$ cat src/rtl/shift_pkg.sv
// Shared definitions for the serial-to-parallel deserializer: output FSM
// state encoding and the default parallel word width.
package shift_pkg;

  localparam int NDATA_DEFAULT = 128;

  typedef enum logic {
    EMPTY = 1'b0,
    FULL  = 1'b1
  } state_t;

endpackage

$ cat src/rtl/shift_core.sv
// NDATA-wide serial shift stage. Exposes the value the stage will hold after
// the current edge so the completing bit can be captured in the same cycle.
module shift_core
  import shift_pkg::*;
#(
  parameter int NDATA     = NDATA_DEFAULT,
  parameter bit MSB_FIRST = 1'b1
) (
  input  logic             clk,
  input  logic             rst,
  input  logic             en,
  input  logic             restart,
  input  logic             din,
  output logic [NDATA-1:0] word
);

  logic [NDATA-1:0] q;
  logic [NDATA-1:0] base;

  // A restart drops the partial word, so the new bit shifts into a clean stage.
  assign base = restart ? '0 : q;

  generate
    if (MSB_FIRST) begin : g_msb
      assign word = {base[NDATA-2:0], din};
    end else begin : g_lsb
      assign word = {din, base[NDATA-1:1]};
    end
  endgenerate

  // NOTE: sequential state uses non-blocking assignments so every register
  // samples the pre-edge values, independent of block evaluation order.
  always_ff @(posedge clk) begin
    if (rst) begin
      q <= '0;
    end else if (en) begin
      q <= word;
    end else if (restart) begin
      q <= '0;
    end
  end

endmodule

$ cat src/rtl/shift_deser.sv
// Serial-to-parallel deserializer: shift stage, bit counter, one-word holding
// register with a valid/ready handshake and a sticky overflow flag.
module shift_deser
  import shift_pkg::*;
#(
  parameter int NDATA     = NDATA_DEFAULT,
  parameter bit MSB_FIRST = 1'b1
) (
  input  logic                     clk,
  input  logic                     rst,
  input  logic                     din,
  input  logic                     din_vld,
  input  logic                     sof,
  output logic [NDATA-1:0]         dout,
  output logic                     dout_vld,
  input  logic                     dout_rdy,
  output logic [$clog2(NDATA)-1:0] bit_cnt,
  output logic                     ovf,
  input  logic                     ovf_clr
);

  localparam int CW = $clog2(NDATA);
  localparam logic [CW-1:0] LAST = CW'(NDATA - 1);

  logic [NDATA-1:0] word;
  logic             complete;
  logic             load;
  logic             drop;
  state_t           state;
  state_t           state_next;

  shift_core #(
    .NDATA    (NDATA),
    .MSB_FIRST(MSB_FIRST)
  ) u_core (
    .clk    (clk),
    .rst    (rst),
    .en     (din_vld),
    .restart(sof),
    .din    (din),
    .word   (word)
  );

  // A bit accepted with sof is always bit 0 of a new word, so it cannot complete.
  assign complete = din_vld && !sof && (bit_cnt == LAST);

  always_ff @(posedge clk) begin
    if (rst) begin
      bit_cnt <= '0;
    end else if (din_vld) begin
      if (sof)           bit_cnt <= CW'(1);
      else if (complete) bit_cnt <= '0;
      else               bit_cnt <= bit_cnt + CW'(1);
    end else if (sof) begin
      bit_cnt <= '0;
    end
  end

  always_ff @(posedge clk) begin
    if (rst) state <= EMPTY;
    else     state <= state_next;
  end

  // NOTE: every output of this block gets a default first, so no path leaves
  // a signal unassigned and no latch is inferred.
  always_comb begin
    state_next = state;
    load       = 1'b0;
    drop       = 1'b0;
    case (state)
      EMPTY: begin
        if (complete) begin
          load       = 1'b1;
          state_next = FULL;
        end
      end
      FULL: begin
        if (complete) begin
          if (dout_rdy) load = 1'b1;
          else          drop = 1'b1;
        end else if (dout_rdy) begin
          state_next = EMPTY;
        end
      end
      default: state_next = EMPTY;
    endcase
  end

  always_ff @(posedge clk) begin
    if (rst)       dout <= '0;
    else if (load) dout <= word;
  end

  // A drop in the same cycle as a clear leaves the flag set.
  always_ff @(posedge clk) begin
    if (rst)          ovf <= 1'b0;
    else if (drop)    ovf <= 1'b1;
    else if (ovf_clr) ovf <= 1'b0;
  end

  assign dout_vld = (state == FULL);

endmodule

$ cat config.mk
export PLATFORM = sky130hd
export DESIGN_NAME = shift_deser
export DESIGN_NICKNAME = d
export VERILOG_FILES = /design/src/rtl/shift_pkg.sv /design/src/rtl/shift_core.sv /design/src/rtl/shift_deser.sv
export SDC_FILE = /design/constraint.sdc
export NUM_CORES = 1
export LEC_CHECK = 0
export CORE_UTILIZATION = 45
export CTS_CLUSTER_SIZE = 30
export DETAILED_ROUTE_END_ITERATION = 10
export GPL_TIMING_DRIVEN = 1
export PLACE_DENSITY = 0.68
export SYNTH_ARGS = -nofsm -noshare
export SYNTH_HDL_FRONTEND = slang
export SYNTH_SLANG_ARGS = --single-unit
$ cat constraint.sdc
create_clock -name clk -period 3.2 [get_ports clk]
set_input_delay 0.64 -clock clk [delete_from_list [all_inputs] [get_ports clk]]
set_output_delay 0.64 -clock clk [all_outputs]
set_load 0.05 [all_outputs]
# Yosys cells after proc, flatten, opt, wreduce, memory -nomap -nowiden
# Cells that the tools add are included.
classes:
  n_bitwise: 1
  mux: 17
  n_addsub: 1
  reduce_logical: 5
  eq_ne: 1
ops:
  columns: ["operator", "count"]
  rows:
  - ["127-bit two-way mux", 2]
  - ["7-bit two-way mux", 4]
  - ["1-bit two-way mux", 9]
  - ["7-bit by 1-bit adder with 7-bit output (second input constant)", 1]
  - ["7-bit equality test (second input constant)", 1]
  - ["1-bit case mux with 2 select lines", 2]
  - ["2-bit nonzero test", 2]
  - ["1-bit logical AND", 2]
  - ["1-bit zero test", 1]
  - ["1-bit NOT", 1]
word_totals:
  out_inout_bits: 137
  wordCells: 30
  reg_bits: 264

# Longest topological paths before layout
logic_depth:
  word_depth: 6
  depth_mapped: 8

# Cells and area by module
# Synthesis repeated with hierarchy kept, for this count alone.
unflattened:
  hier_cells: 1158
  area_unflattened_um2: 10231.1
modules_own_cells:
  columns: ["module", "area_each_um2", "n_inst", "seq_area_each_um2", "cells_per_inst"]
  rows:
  - ["shift_core", 5351.4, 1, 2542.4, 553]
  - ["shift_deser", 4879.7, 1, 2742.6, 605]

# Worst setup path before layout
# No wires, ideal clock.
synth_timing:
  path_kind: "reg-to-reg"
  from: "reg bit_cnt[1]"
  to: "reg dout[0]"
  stages_incl_launch_ff: 8
  setup_ps: 124
  path_slack_ps: 1072
  path_buffers: 2
  arrival_time_ps: 2004
  path_cell_list: "dfxtp_1 -> ha_1 -> nand4_2 -> nor4_2 -> buf_4 -> buf_6 -> mux2i_1 -> nor2_1"
synth_via:
  elab_chain_cells: 4
synth_lines:
  columns: ["element", "line", "rtl"]
  rows:
  - ["from (decl)", "shift_deser.sv:17", "output logic [$clog2(NDATA)-1:0] bit_cnt,"]
  - ["from (signal assigned)", "shift_deser.sv:53", "else bit_cnt <= bit_cnt + CW'(1);"]
  - ["7-bit equality test (*)", "shift_deser.sv:45", "assign complete = din_vld && !sof && (bit_cnt == LAST);"]
  - ["1-bit logical AND (*)", "shift_deser.sv:45", null]
  - ["1-bit two-way mux, on equally long branches", "shift_deser.sv:78, shift_deser.sv:72", null]
  - ["1-bit case mux with 2 select lines (*)", "shift_deser.sv:70", "case (state)"]
  - ["to (signal assigned)", "shift_deser.sv:91", "else if (load) dout <= word;"]
  - ["to (decl)", "shift_deser.sv:14", "output logic [NDATA-1:0] dout,"]
# Mark *: on every way between the ends. The rest lies on a longest branch, timed or not.
# A chain may end at the register's enable or synchronous reset.

# Final worst setup path
layout_timing:
  from: "reg bit_cnt[2]"
  to: "out bit_cnt[2]"
# No word-level cell between the ends.

==> summary.txt <==
GRT
  • Initial antenna violation count: 0
  • Vias in the first global route: 6511
  • GRT Overall Usage: 18.1%
  • Global-route wire length before repair: 33.3 mm
  • Pin count of the biggest net entering global routing: around 140
  • Total grt overflow: 0

Route
  • WL final: 20.3 mm
  • Antenna-violating nets left: 0
  • Via-per-instance ratio: slightly above 5
  • DR iter-0 viols: between 300 and 400
  • WL per Instance: between 10 and 15 µm
  • DR pass1 iterations: 4
  • Total vias in the final route: slightly above 7000
  • DRC viols: 0

Run status
  • Status: finished, final reports clean

STA
  • Final Critical Period: 2.50 ns
  • Final Skew: between 0.01 and 0.015 ns
  • Setup violations, final: 0
  • RSZ-0062 raised after global routing: no
  • Final period util: 78.1%
  • Slew Viols, Final: 0
  • Final Hold Viols: 0
  • Final setup TNS: 0 ns
  • Tightest Pin Transition: 0.924 ns
  • Fmax: 400 MHz
  • Rel. slew slack: between 30% and 40%

Synth
  • Synth Area in Adders: less than 1%
  • Compound-Gate Fraction of Synth Area: 7.15%
  • Sequential-to-total area share from yosys stat: between 50% and 60%
  • Yosys cell types: 30
  • Largest family of logic cells by synthesized area: simple AND/OR/NAND/NOR gates
  • Synth Area in XOR/XNOR: 0.179%
  • Cells after synthesis: slightly above 1000
  • Synth Cell Area: just under 10000 µm²
  • Post-synthesis simple-gate area fraction: around a fifth
  • Syn_nets: just over 1000
  • Mux contribution to synthesized area: a little over an eighth
  • Flops & latches, synth: 264
  • Synthesized area per cell: 9.50 µm²
  • Synth Warn #: 0

Pwr
  • P_leak: 4.43 nW
  • Max VDD drop: around 0.33 mV
  • PD cells: between 500 and 600 nW/µm²
  • Final Power: 6.66 mW

Setup path
  • CP required: approximately 2.6 ns
  • Setup CP Type: reg2out
  • CP endpoint kind: output port
  • WP buf/inv: 1
  • Crit Path Max Fanout: 7
  • Crit path cell chain: clkdlybuf4s50_1
  • Crit-path max cell delay: just under 0.9 ns
  • Top delay family on crit path: buffers and inverters
  • WP data arrival: 1.86 ns
  • Critical path's slowest cell: clkdlybuf4s50_1
  • Startpoint Class: flip-flop

Floorplanning
  • Die Ht: about 150 µm
  • Core Area: approximately 21000 µm²
  • # rows: 53
  • Die Wd: around 150 µm
  • Die area: ~22000 µm²
  • Io pins: approximately 140
  • Initial Util: a little under half

Finish
  • FF/Latch Area: between 5000 and 6000 µm²
  • P&R area growth vs syn: 25.2%
  • Antenna Cells: 0
  • Multi-input logic area: 4090 µm²
  • Fill count: between 1500 and 2000
  • Layout cell share with drive strength beyond 1: just over 5%
  • Final net count: approximately 1100
  • Fin util: between 50% and 60%

Clocking
  • CTS tree: built
  • Clock Root Buffer: clkbuf_16
  • CTS Hold Bufs: 0
  • Longest Clk Path Bufs: 3
  • CTS Sinks: around 260
  • Clk slew on worst S/H paths: 0.06 ns
  • Later-pin clock latency in the skew report: between 0.5 and 0.6 ns
  • # Post-CTS Setup Buffers: 0
  • Clock buffer count from CTS: 27
  • CTS HTree Levels: 1
  • Resized Gates After CTS: 0

Placed design
  • GPL Wtd Cong: between 0.7 and 0.8
  • Quantity of I/O buffers inserted on ports: 143
  • DP HPWL: about 12 mm

Min path
  • Hold WC Path Type: reg2reg

Job
  • Max Cap Violations: 0
state kept, by name (all words and copies together), names as in the netlist:
signal	flops
ovf	1
bit_cnt	7
dout	128
u_core.q	127
dout_vld	1
where the power goes:
group | internal, mW | switching, mW
Sequential | 3.29 | 0.00331
Clock | 1.92 | 1.24
Combinational | 0.0814 | 0.130
layout make-up:
class	instances	share of cell area, %
Clock buffer	43	6.75
Sequential cell	264	43.2
Timing Repair Buffer	154	13.1
Tap cell	275	2.81
Clock inverter	5	0.665
Multi-Input combinational cell	677	33.5
cell usage in the layout, fill, tap and decap left out, drive strengths merged:
cell type        n
nand3b           1
or2              2
or3              1
buf             13
nand3          130
nand2            5
nor4             1
nor3b            2
xor2             2
nand4            1
ha               1
clkinv           2
nor3             1
dfxtp          264
clkbuf          43
a311oi           2
inv              1
a21oi            5
a31oi            1
a41oi            1
bufinv           2
nor2           135
nor2b            2
mux2i          128
and4             1
nand2b         127
clkdlybuf4s50  141
o21ai          128
per-stage QoR:
step / hold WS [ns] / setup WS [ns] / std cells / cell area (µm²)
CTS: 0.470 / 0.662 / 1418 / 12200
global route: 0.485 / 0.630 / 1418 / 12200
detailed placement: 0.460 / 0.549 / 1370 / 11300
floorplan: 0.443 / 1.07 / 1028 / 9770
finish: 0.467 / 0.702 / 1418 / 12200
global placement: 0.450 / 0.637 / 1370 / 11300
synth_stat cells (all sizes together):
master  count  share of area, %
nor2      135               5.2
or3         1             0.064
nor3b       2              0.15
nor2b       2              0.13
dfxtp     264                54
mux2i     128                13
xor2        2              0.18
buf        29               1.8
nand2       5              0.19
a31oi       1             0.064
nand3     130               6.7
nand4       1              0.13
ha          1              0.13
nor4        1              0.13
a311oi      2              0.18
a41oi       1             0.090
and4        1             0.090
nand3b      1             0.077
or2         2              0.13
a21oi       5              0.26
nand2b    127               8.1
clkbuf     58               2.4
nor3        1             0.051
o21ai     128               6.6
worst paths after layout:
| check | startpoint | endpoint | slack, ns | cells past startpoint |
|---|---|---|---|---|
| worst min register to register | dout[61] | dout[61] | 0.47 | 2 |
| worst min-delay path | dout[61] | dout[61] | 0.47 | 2 |
| worst max register to register | bit_cnt[0] | dout[46] | 1.01 | 7 |
| worst max-delay path | bit_cnt[2] | bit_cnt[2] | 0.70 | 1 |
kinds of logic after synthesis:
logic type               count (synthesis)
adder cells (fa/ha/maj)                  1
AND/OR/NAND/NOR                        409
AO/OA/AOI/OAI                          137
buffers and inverters                   87
flip-flops                             264
XOR/XNOR                                 2
multiplexers                           128
metal layers:
metal,part of all wire (%),track usage (%),vias up
li1,-,-,3668
met1,49,25.3,3315
met3,4.9,3.79,24
met4,1.3,3.98,0
met2,45,28.7,121
met5,0,0,-
Power figures use the tool's default switching activity.
